--- src/rtl/instr_fetch_unit_pkg.sv ---
// rtl/instr_fetch_unit_pkg.sv - shared constants and state encoding for the instruction fetch unit
package instr_fetch_unit_pkg;

  // Encoding of the EBREAK instruction; fetching it stops the fetch stream.
  localparam logic [31:0] EBREAK_WORD = 32'h00100073;

  // Every instruction occupies one 32-bit word.
  localparam int INSTR_BYTES = 4;

  // RUN fetches, HALT waits for a redirect, FAULT waits for reset.
  typedef enum logic [1:0] {
    ST_RUN   = 2'd0,
    ST_HALT  = 2'd1,
    ST_FAULT = 2'd2
  } fetch_state_e;

endpackage

--- src/rtl/instr_fetch_unit_fetch_out_reg.sv ---
// rtl/instr_fetch_unit_fetch_out_reg.sv - IF/ID pipeline register with valid/ready hold and flush
module fetch_out_reg #(
  parameter int BITS_DATA = 32,
  parameter int BITS_ADDR = 7
) (
  input  logic                 i_clk,
  input  logic                 i_rst_n,
  input  logic                 i_flush,
  input  logic                 i_load,
  input  logic                 i_ready,
  input  logic [BITS_DATA-1:0] i_instr,
  input  logic [BITS_ADDR-1:0] i_pc,
  output logic                 o_valid,
  output logic [BITS_DATA-1:0] o_instr,
  output logic [BITS_ADDR-1:0] o_pc
);

  logic                 r_valid;
  logic [BITS_DATA-1:0] r_instr;
  logic [BITS_ADDR-1:0] r_pc;

  // Valid flag: flush beats load, load beats a plain handshake drain.
  always_ff @(posedge i_clk or negedge i_rst_n) begin
    if (!i_rst_n) begin
      r_valid <= 1'b0;
    end else if (i_flush) begin
      r_valid <= 1'b0;
    end else if (i_load) begin
      r_valid <= 1'b1;
    end else if (r_valid && i_ready) begin
      r_valid <= 1'b0;
    end
  end

  // Payload only changes on a load, so it stays stable through a stall.
  always_ff @(posedge i_clk or negedge i_rst_n) begin
    if (!i_rst_n) begin
      r_instr <= '0;
      r_pc    <= '0;
    end else if (i_load && !i_flush) begin
      r_instr <= i_instr;
      r_pc    <= i_pc;
    end
  end

  assign o_valid = r_valid;
  assign o_instr = r_instr;
  assign o_pc    = r_pc;

endmodule

--- src/rtl/instr_fetch_unit.sv ---
// rtl/instr_fetch_unit.sv - PC owner and requester for a combinational instruction memory
module instr_fetch_unit
  import instr_fetch_unit_pkg::*;
#(
  parameter int                   BITS_DATA = 32,
  parameter int                   BITS_ADDR = 7,
  parameter logic [BITS_ADDR-1:0] RESET_PC  = '0
) (
  input  logic                 clk,
  input  logic                 rst_n,
  output logic [BITS_ADDR-1:0] imem_addr,
  input  logic [BITS_DATA-1:0] imem_rdata,
  input  logic                 redirect_valid,
  input  logic [BITS_ADDR-1:0] redirect_pc,
  output logic                 out_valid,
  input  logic                 out_ready,
  output logic [BITS_DATA-1:0] out_instr,
  output logic [BITS_ADDR-1:0] out_pc,
  output logic                 halted,
  output logic                 fault,
  output logic [31:0]          fetch_count
);

  fetch_state_e         r_state;
  fetch_state_e         w_state_next;
  logic [BITS_ADDR-1:0] r_pc;
  logic [31:0]          r_fetch_count;

  logic w_out_valid;
  logic w_slot_free;
  logic w_fire;
  logic w_misaligned;
  logic w_redirect_ok;
  logic w_flush;
  logic w_fetch;
  logic w_is_ebreak;

  // A misaligned target always faults; an aligned one is honoured unless already faulted.
  assign w_slot_free   = !w_out_valid || out_ready;
  assign w_fire        = w_out_valid && out_ready;
  assign w_misaligned  = redirect_valid && (redirect_pc[1:0] != 2'b00);
  assign w_redirect_ok = redirect_valid && !w_misaligned && (r_state != ST_FAULT);
  assign w_flush       = w_misaligned || w_redirect_ok;
  assign w_fetch       = (r_state == ST_RUN) && w_slot_free && !redirect_valid;
  assign w_is_ebreak   = (imem_rdata == EBREAK_WORD);

  assign imem_addr = r_pc;

  // PC follows an accepted redirect, otherwise advances one word per fetch.
  always_ff @(posedge clk or negedge rst_n) begin
    if (!rst_n) begin
      r_pc <= RESET_PC;
    end else if (w_redirect_ok) begin
      r_pc <= redirect_pc;
    end else if (w_fetch) begin
      r_pc <= r_pc + BITS_ADDR'(INSTR_BYTES);
    end
  end

  // FSM state register.
  always_ff @(posedge clk or negedge rst_n) begin
    if (!rst_n) begin
      r_state <= ST_RUN;
    end else begin
      r_state <= w_state_next;
    end
  end

  // FSM next state: fault is terminal, a good redirect resumes, EBREAK stops fetching.
  always_comb begin
    w_state_next = r_state;
    if (w_misaligned) begin
      w_state_next = ST_FAULT;
    end else if (w_redirect_ok) begin
      w_state_next = ST_RUN;
    end else if (w_fetch && w_is_ebreak) begin
      w_state_next = ST_HALT;
    end
  end

  // FSM outputs: fault is sticky because FAULT is left only through reset.
  always_comb begin
    halted = (r_state != ST_RUN);
    fault  = (r_state == ST_FAULT);
  end

  // Count every handshake, including one that coincides with a flush.
  always_ff @(posedge clk or negedge rst_n) begin
    if (!rst_n) begin
      r_fetch_count <= '0;
    end else if (w_fire) begin
      r_fetch_count <= r_fetch_count + 32'd1;
    end
  end

  assign fetch_count = r_fetch_count;

  fetch_out_reg #(
    .BITS_DATA(BITS_DATA),
    .BITS_ADDR(BITS_ADDR)
  ) u_out_reg (
    .i_clk   (clk),
    .i_rst_n (rst_n),
    .i_flush (w_flush),
    .i_load  (w_fetch),
    .i_ready (out_ready),
    .i_instr (imem_rdata),
    .i_pc    (r_pc),
    .o_valid (w_out_valid),
    .o_instr (out_instr),
    .o_pc    (out_pc)
  );

  assign out_valid = w_out_valid;

endmodule

--- config.mk ---
export PLATFORM = sky130hd
export DESIGN_NAME = instr_fetch_unit
export DESIGN_NICKNAME = d
export VERILOG_FILES = /design/src/rtl/instr_fetch_unit_pkg.sv /design/src/rtl/instr_fetch_unit_fetch_out_reg.sv /design/src/rtl/instr_fetch_unit.sv
export SDC_FILE = /design/constraint.sdc
export NUM_CORES = 1
export LEC_CHECK = 0
export CORE_ASPECT_RATIO = 1.1
export CORE_UTILIZATION = 42
export CTS_BUF_LIST = sky130_fd_sc_hd__clkbuf_8
export DETAILED_ROUTE_END_ITERATION = 12
export GPL_ROUTABILITY_DRIVEN = 0
export PLACE_DENSITY_LB_ADDON = 0.15
export SYNTH_ARGS = -nofsm -noshare
export SYNTH_HDL_FRONTEND = slang
export SYNTH_SLANG_ARGS = --single-unit
--- constraint.sdc ---
create_clock -name clk -period 1.3 [get_ports clk]
set_input_delay 0.195 -clock clk [delete_from_list [all_inputs] [get_ports clk]]
set_output_delay 0.195 -clock clk [all_outputs]
set_load 0.1 [all_outputs]
# Word level (Yosys, flattened, before mapping)
# Index checks and enable logic that the tools add are counted.
# classes
addsub	2
eq_ne	3
n_mux	8
reduce_logical	20
# op_table
op	n
$add 32x1->32 const B	1
$eq 32x21->1 const B	1
$mux 7	2
$logic_and 1x1->1	8
$add 7x3->7 const B	1
$mux 2	3
$reduce_bool 2->1	3
$reduce_bool 3->1	2
$logic_not 1->1	4
$mux 1	3
$eq 2x2->1 const B	1
$logic_not 2->1	1
$logic_or 1x1->1	2
$ne 2x2->1 const B	1
# totals
ff_bits	81
inputBits	43
elab_cells	39

# Longest topological paths before layout
# depth
ltp_word	8
mapped_depth	6
mapped_depth_nobuf	5

# By module
# A second synthesis with hierarchy kept.
# hier_totals
hier_cells	278
area_unflattened_um2	3595.9
# modules_own_cells
mod	instances	cells_per_inst	area_each_um2	seq_area_each_um2
instr_fetch_unit	1	191	2043.2	1026.0
fetch_out_reg	1	87	1552.7	1001.0

# Worst setup path after synthesis
# No wires, ideal clock.
# synth_path
path_type	register to register
startpoint	reg r_state[1]
endpoint	reg r_pc[2] (netlist: imem_addr[2])
setup_time_ns	0.078
t_arrival_ns	2.405
t_required_ns	1.222
setup_slack_ns	-1.183
path_stages_with_launch	6
path_buffers	1
period_less_slack_ns	2.483
path_cell_list	dfrtp_1 > nor2b_1 > nand3b_1 > buf_2 > nor2_1 > a21oi_1
# synth_via
elab_chain_cells	4
word_cells_on_any_way	7
cone_classes	1 x eq/ne; 1 x mux; 5 x reduce/logical
# synth_rtl
element	line	text
start: declaration	instr_fetch_unit.sv:24	fetch_state_e r_state;
start signal: assignment	instr_fetch_unit.sv:65	r_state <= w_state_next;
$logic_not 2->1	instr_fetch_unit.sv:44	assign w_fetch = (r_state == ST_RUN) && w_slot_free && !redirect_valid;
$logic_and 1x1->1 (2 in series)	instr_fetch_unit.sv:44	
$reduce_bool 2->1 (no line)	n/a	
end signal: assignment	instr_fetch_unit.sv:54	r_pc <= redirect_pc;
end signal: assignment	instr_fetch_unit.sv:56	r_pc <= r_pc + BITS_ADDR'(INSTR_BYTES);
end: declaration	instr_fetch_unit.sv:26	logic [BITS_ADDR-1:0] r_pc;
# Parallel ways exist; a longest one is shown, timed or not.
# A chain may end at the register's enable or synchronous reset.

# Worst setup path in the final report
# layout_path
startpoint	reg r_fetch_count[1] (netlist: fetch_count[1])
endpoint	reg r_fetch_count[20] (netlist: fetch_count[20])
# layout_via
elab_chain_cells	1
# layout_rtl
element	line	text
start: declaration	instr_fetch_unit.sv:27	logic [31:0] r_fetch_count;
start signal: assignment	instr_fetch_unit.sv:92	r_fetch_count <= r_fetch_count + 32'd1;
$add 32x1->32	instr_fetch_unit.sv:92	
# Every way passes these cells.

==> impl_results.md <==
- Worst-path clk slew: 0.09 ns
- Setup ws final: -0.335 ns
- Clock sink count: 81
- Antenna cells: 0
- Syn_nets: 314
- # H-tree levels: 3
- Area share of xor/xnor cells in the synthesized design: 0.0845
- Setup violators final: 96
- CP Capture Type: register
- Yosys reg bits: 81
- Status: complete, but fails checks
- Post-synthesis mux area share: 0.118
- Synth Instances: 269
- Worst-Skew Late Latency: 0.35 ns
- Largest family of logic cells by synthesized area: simple AND/OR/NAND/NOR gates
- Simple-Gate Fraction of Synth Area: 0.162
- HP Class: input port to register
- Share of layout cells above drive strength 1: 0.619
- DRC violation count after routing: 0
- Grt ovf: 0
- Vias per cell: 5.22
- Root Driver: clkbuf_8
- Post-synthesis compound-gate area fraction: 0.0241
- Ranking of synthesized cells by area: dfrtp_1 (58%), mux2_2 (12%), xnor2_1 (6.2%), xor2_1 (2.2%), nand4_1 (2.1%)
- Worst Setup Start Kind: register
- Nets@finish: 521
- Async S/R FF share, synth: 1.00
- Slowest Stage Delay on Critical Path: 0.46 ns
- Initial Util: 0.438
- Leak: 3.18 nW
- Failing checks: setup timing
- Most frequent cells in the layout: buf_12 (86), dfrtp_1 (44), clkdlybuf4s50_1 (40), buf_4 (40), mux2_2 (36)
- I/O pins: 124
- Critical path fanouts, max: 6
- Top FF cell, synth: dfrtp_1
- Slew @ Worst Pin: 0.437 ns
- Die Ht: 98.1 um
- Yosys warnings: 0
- Arr. time, crit path: 1.88 ns
- Slew Viols, Final: 0
- RSZ-0062 raised after global routing: yes
- Hpwl dp: 7000 um
- Number of global-route vias before repair: 3374
- Syn avg cell area: 13.1 um2
- Via count: 3067
- Reg-to-Reg Start: fetch_count[1]$_DFFE_PN0P_
- Core box area: 8040 um2
- 1st-iter DRT viols: 85
- HP Start: out_ready
- CTS tree: done
- Most area-hungry cell type in the Yosys netlist: dfrtp_1
- Power Dens Cells: 1250 nW/um2
- Routed length per instance: 20.0 um
- Remaining antenna violation count: 0
- Num CTS Buffers: 9
- Die area: 8760 um2
- Area Overhead vs Synth: 99.1%
- Fillers: 332
- Most common cell after layout, fill and taps aside: buf_12
- Max-cap viol count: 0
- Clock Skew: 0.0134 ns
- Slowest-stage cell, CP: dfrtp_4
- CP Cell Sequence: ha_4 -> nand3_4 -> nor4_4 -> buf_6 -> nand4_1 -> xnor2_1
- CP Class: register to register
- Largest net degree at the start of global routing: 82
- Relative slew slack: 0.709
- GRT Util Overall: 0.254
- Area share of fa/ha/maj cells after synthesis: 0.00710
- Wirelength, routed: 11800 um
- Max clock buf depth: 2
- Peak VDD IR: 0.000938 V
- Synthesized area: 3520 um2
- Final hold vios: 0
- 1st-pass router iterations: 4
- Post-DP Area: 6190 um2
- Post-Place Worst Slack: -0.464 ns
- Synth cell types: 44
- First-pass GRT wire length: 16800 um
- Worst path required time: 1.55 ns
- Worst setup startpoint: fetch_count[1]$_DFFE_PN0P_
- PortBufs: 123
- Number of synthesized flops with an enable pin: 0
- Post-route cell area: 7020 um2
- Chip width: 89.3 um
- Sequential area share after synthesis: 0.575
- Share of the synthesized area in the top cell type: 0.575
- Fmax: 0.612 GHz
- Clock period minus worst slack: 1.64 ns
- Row count: 34
- Initial antenna violation count: 0
- Crit share post-route: 1.26
-- final cells by class --
| cell class | instances | area (um2) | share of cell area |
|---|---|---|---|
| clock buffer | 9 | 124 | 0.0177 |
| clock inverter | 6 | 55.1 | 0.00785 |
| inverter | 4 | 15.0 | 0.00214 |
| multi-input combinational | 175 | 1670 | 0.238 |
| sequential | 81 | 2130 | 0.304 |
| tap | 108 | 135 | 0.0193 |
| timing repair buffer | 205 | 2890 | 0.412 |
-- cell usage after synthesis (2+ instances only) --
cell / count
dfrtp_1: 81
mux2_2: 36
xnor2_1: 25
nand2_1: 15
nand3_1: 14
nand4_1: 12
xor2_1: 9
nor2_1: 8
and2_1: 6
and3_1: 6
buf_6: 6
inv_1: 4
nor4_1: 4
a21oi_1: 3
o21ai_0: 3
buf_2: 2
ha_1: 2
nand3_2: 2
nand4_2: 2
nor3_1: 2
nor4_4: 2
nor4b_1: 2
nor4bb_1: 2
-- layer usage --
| layer | track usage | wire [um] |
|---|---|---|
| met4 | 0.114 | 432 |
| met5 | 0 | 0 |
| met3 | 0.0702 | 690 |
| met2 | 0.443 | 6280 |
| met1 | 0.284 | 4360 |
-- worst max-delay path: cells and delay by family, from the launching register on --
| kind | cells | cell delay (ns) |
|---|---|---|
| xor+xnor | 1 | 0.26 |
| fa+ha+maj | 1 | 0.15 |
| buf+inv | 1 | 0.18 |
| flops | 1 | 0.46 |
| simple gates | 3 | 0.48 |
-- stage by stage --
step / instances / TNS, ns / hold WS (ns) / utilization / power [mW]
after global routing: 588 / -20.21 / 0.326 / 0.873 / 9.05
after CTS: 582 / -10.71 / 0.417 / 0.844 / 8.76
after detailed placement: 539 / -26.17 / 0.258 / 0.770 / 6.97
final: 588 / -15.64 / 0.302 / 0.873 / 8.79
after global placement: 539 / -25.21 / 0.256 / 0.770 / 6.90
after floorplan: 269 / -16.45 / -0.101 / - / 5.27
-- flip-flops by register name, indices dropped and copies added (netlist names) --
register and cells:
u_out_reg.o_pc 7, imem_addr 7, fetch_count 32, u_out_reg.o_valid 1
r_state 2, u_out_reg.o_instr 32
-- power breakdown --
part | internal [mW] | leakage, nW | switching [mW]
clock | 0.858 | 0.0975 | 0.891
sequential | 2.81 | 0.987 | 0.340
combinational | 1.46 | 2.10 | 2.43
-- path summary, 6_finish.rpt --
kind / end / slack, ns / cells past startpoint
setup / recovery: fetch_count[20]$_DFFE_PN0P_ / -0.34 / 6
hold / removal: fetch_count[0]$_DFFE_PN0P_ / 0.30 / 3
setup reg to reg: fetch_count[20]$_DFFE_PN0P_ / -0.34 / 6
hold reg to reg: fetch_count[28]$_DFFE_PN0P_ / 0.53 / 1
max in group asynchronous: imem_addr[3]$_DFFE_PN0P_ / 0.44 / 3
min in group asynchronous: fetch_count[5]$_DFFE_PN0P_ / 0.47 / 3
-- repair_timing --
item,4_1_cts,5_1_grt
hold buffers,1,0
cloned,1,2
buffers inserted,26,14
endpoints found under the setup margin,90,98
pin swaps,11,20
hold endpoints to repair,81,0
gates resized for setup,50,42
-- cell families (layout without fill, tap and decap cells) --
family / count (synthesis) / count (layout)
simple gates: 89 / 89
fa+ha+maj: 2 / 2
mux: 37 / 37
xor+xnor: 34 / 34
flops: 81 / 81
compound gates: 13 / 13
buf+inv: 13 / 224
No activity file was read; power rests on OpenSTA's default activity.
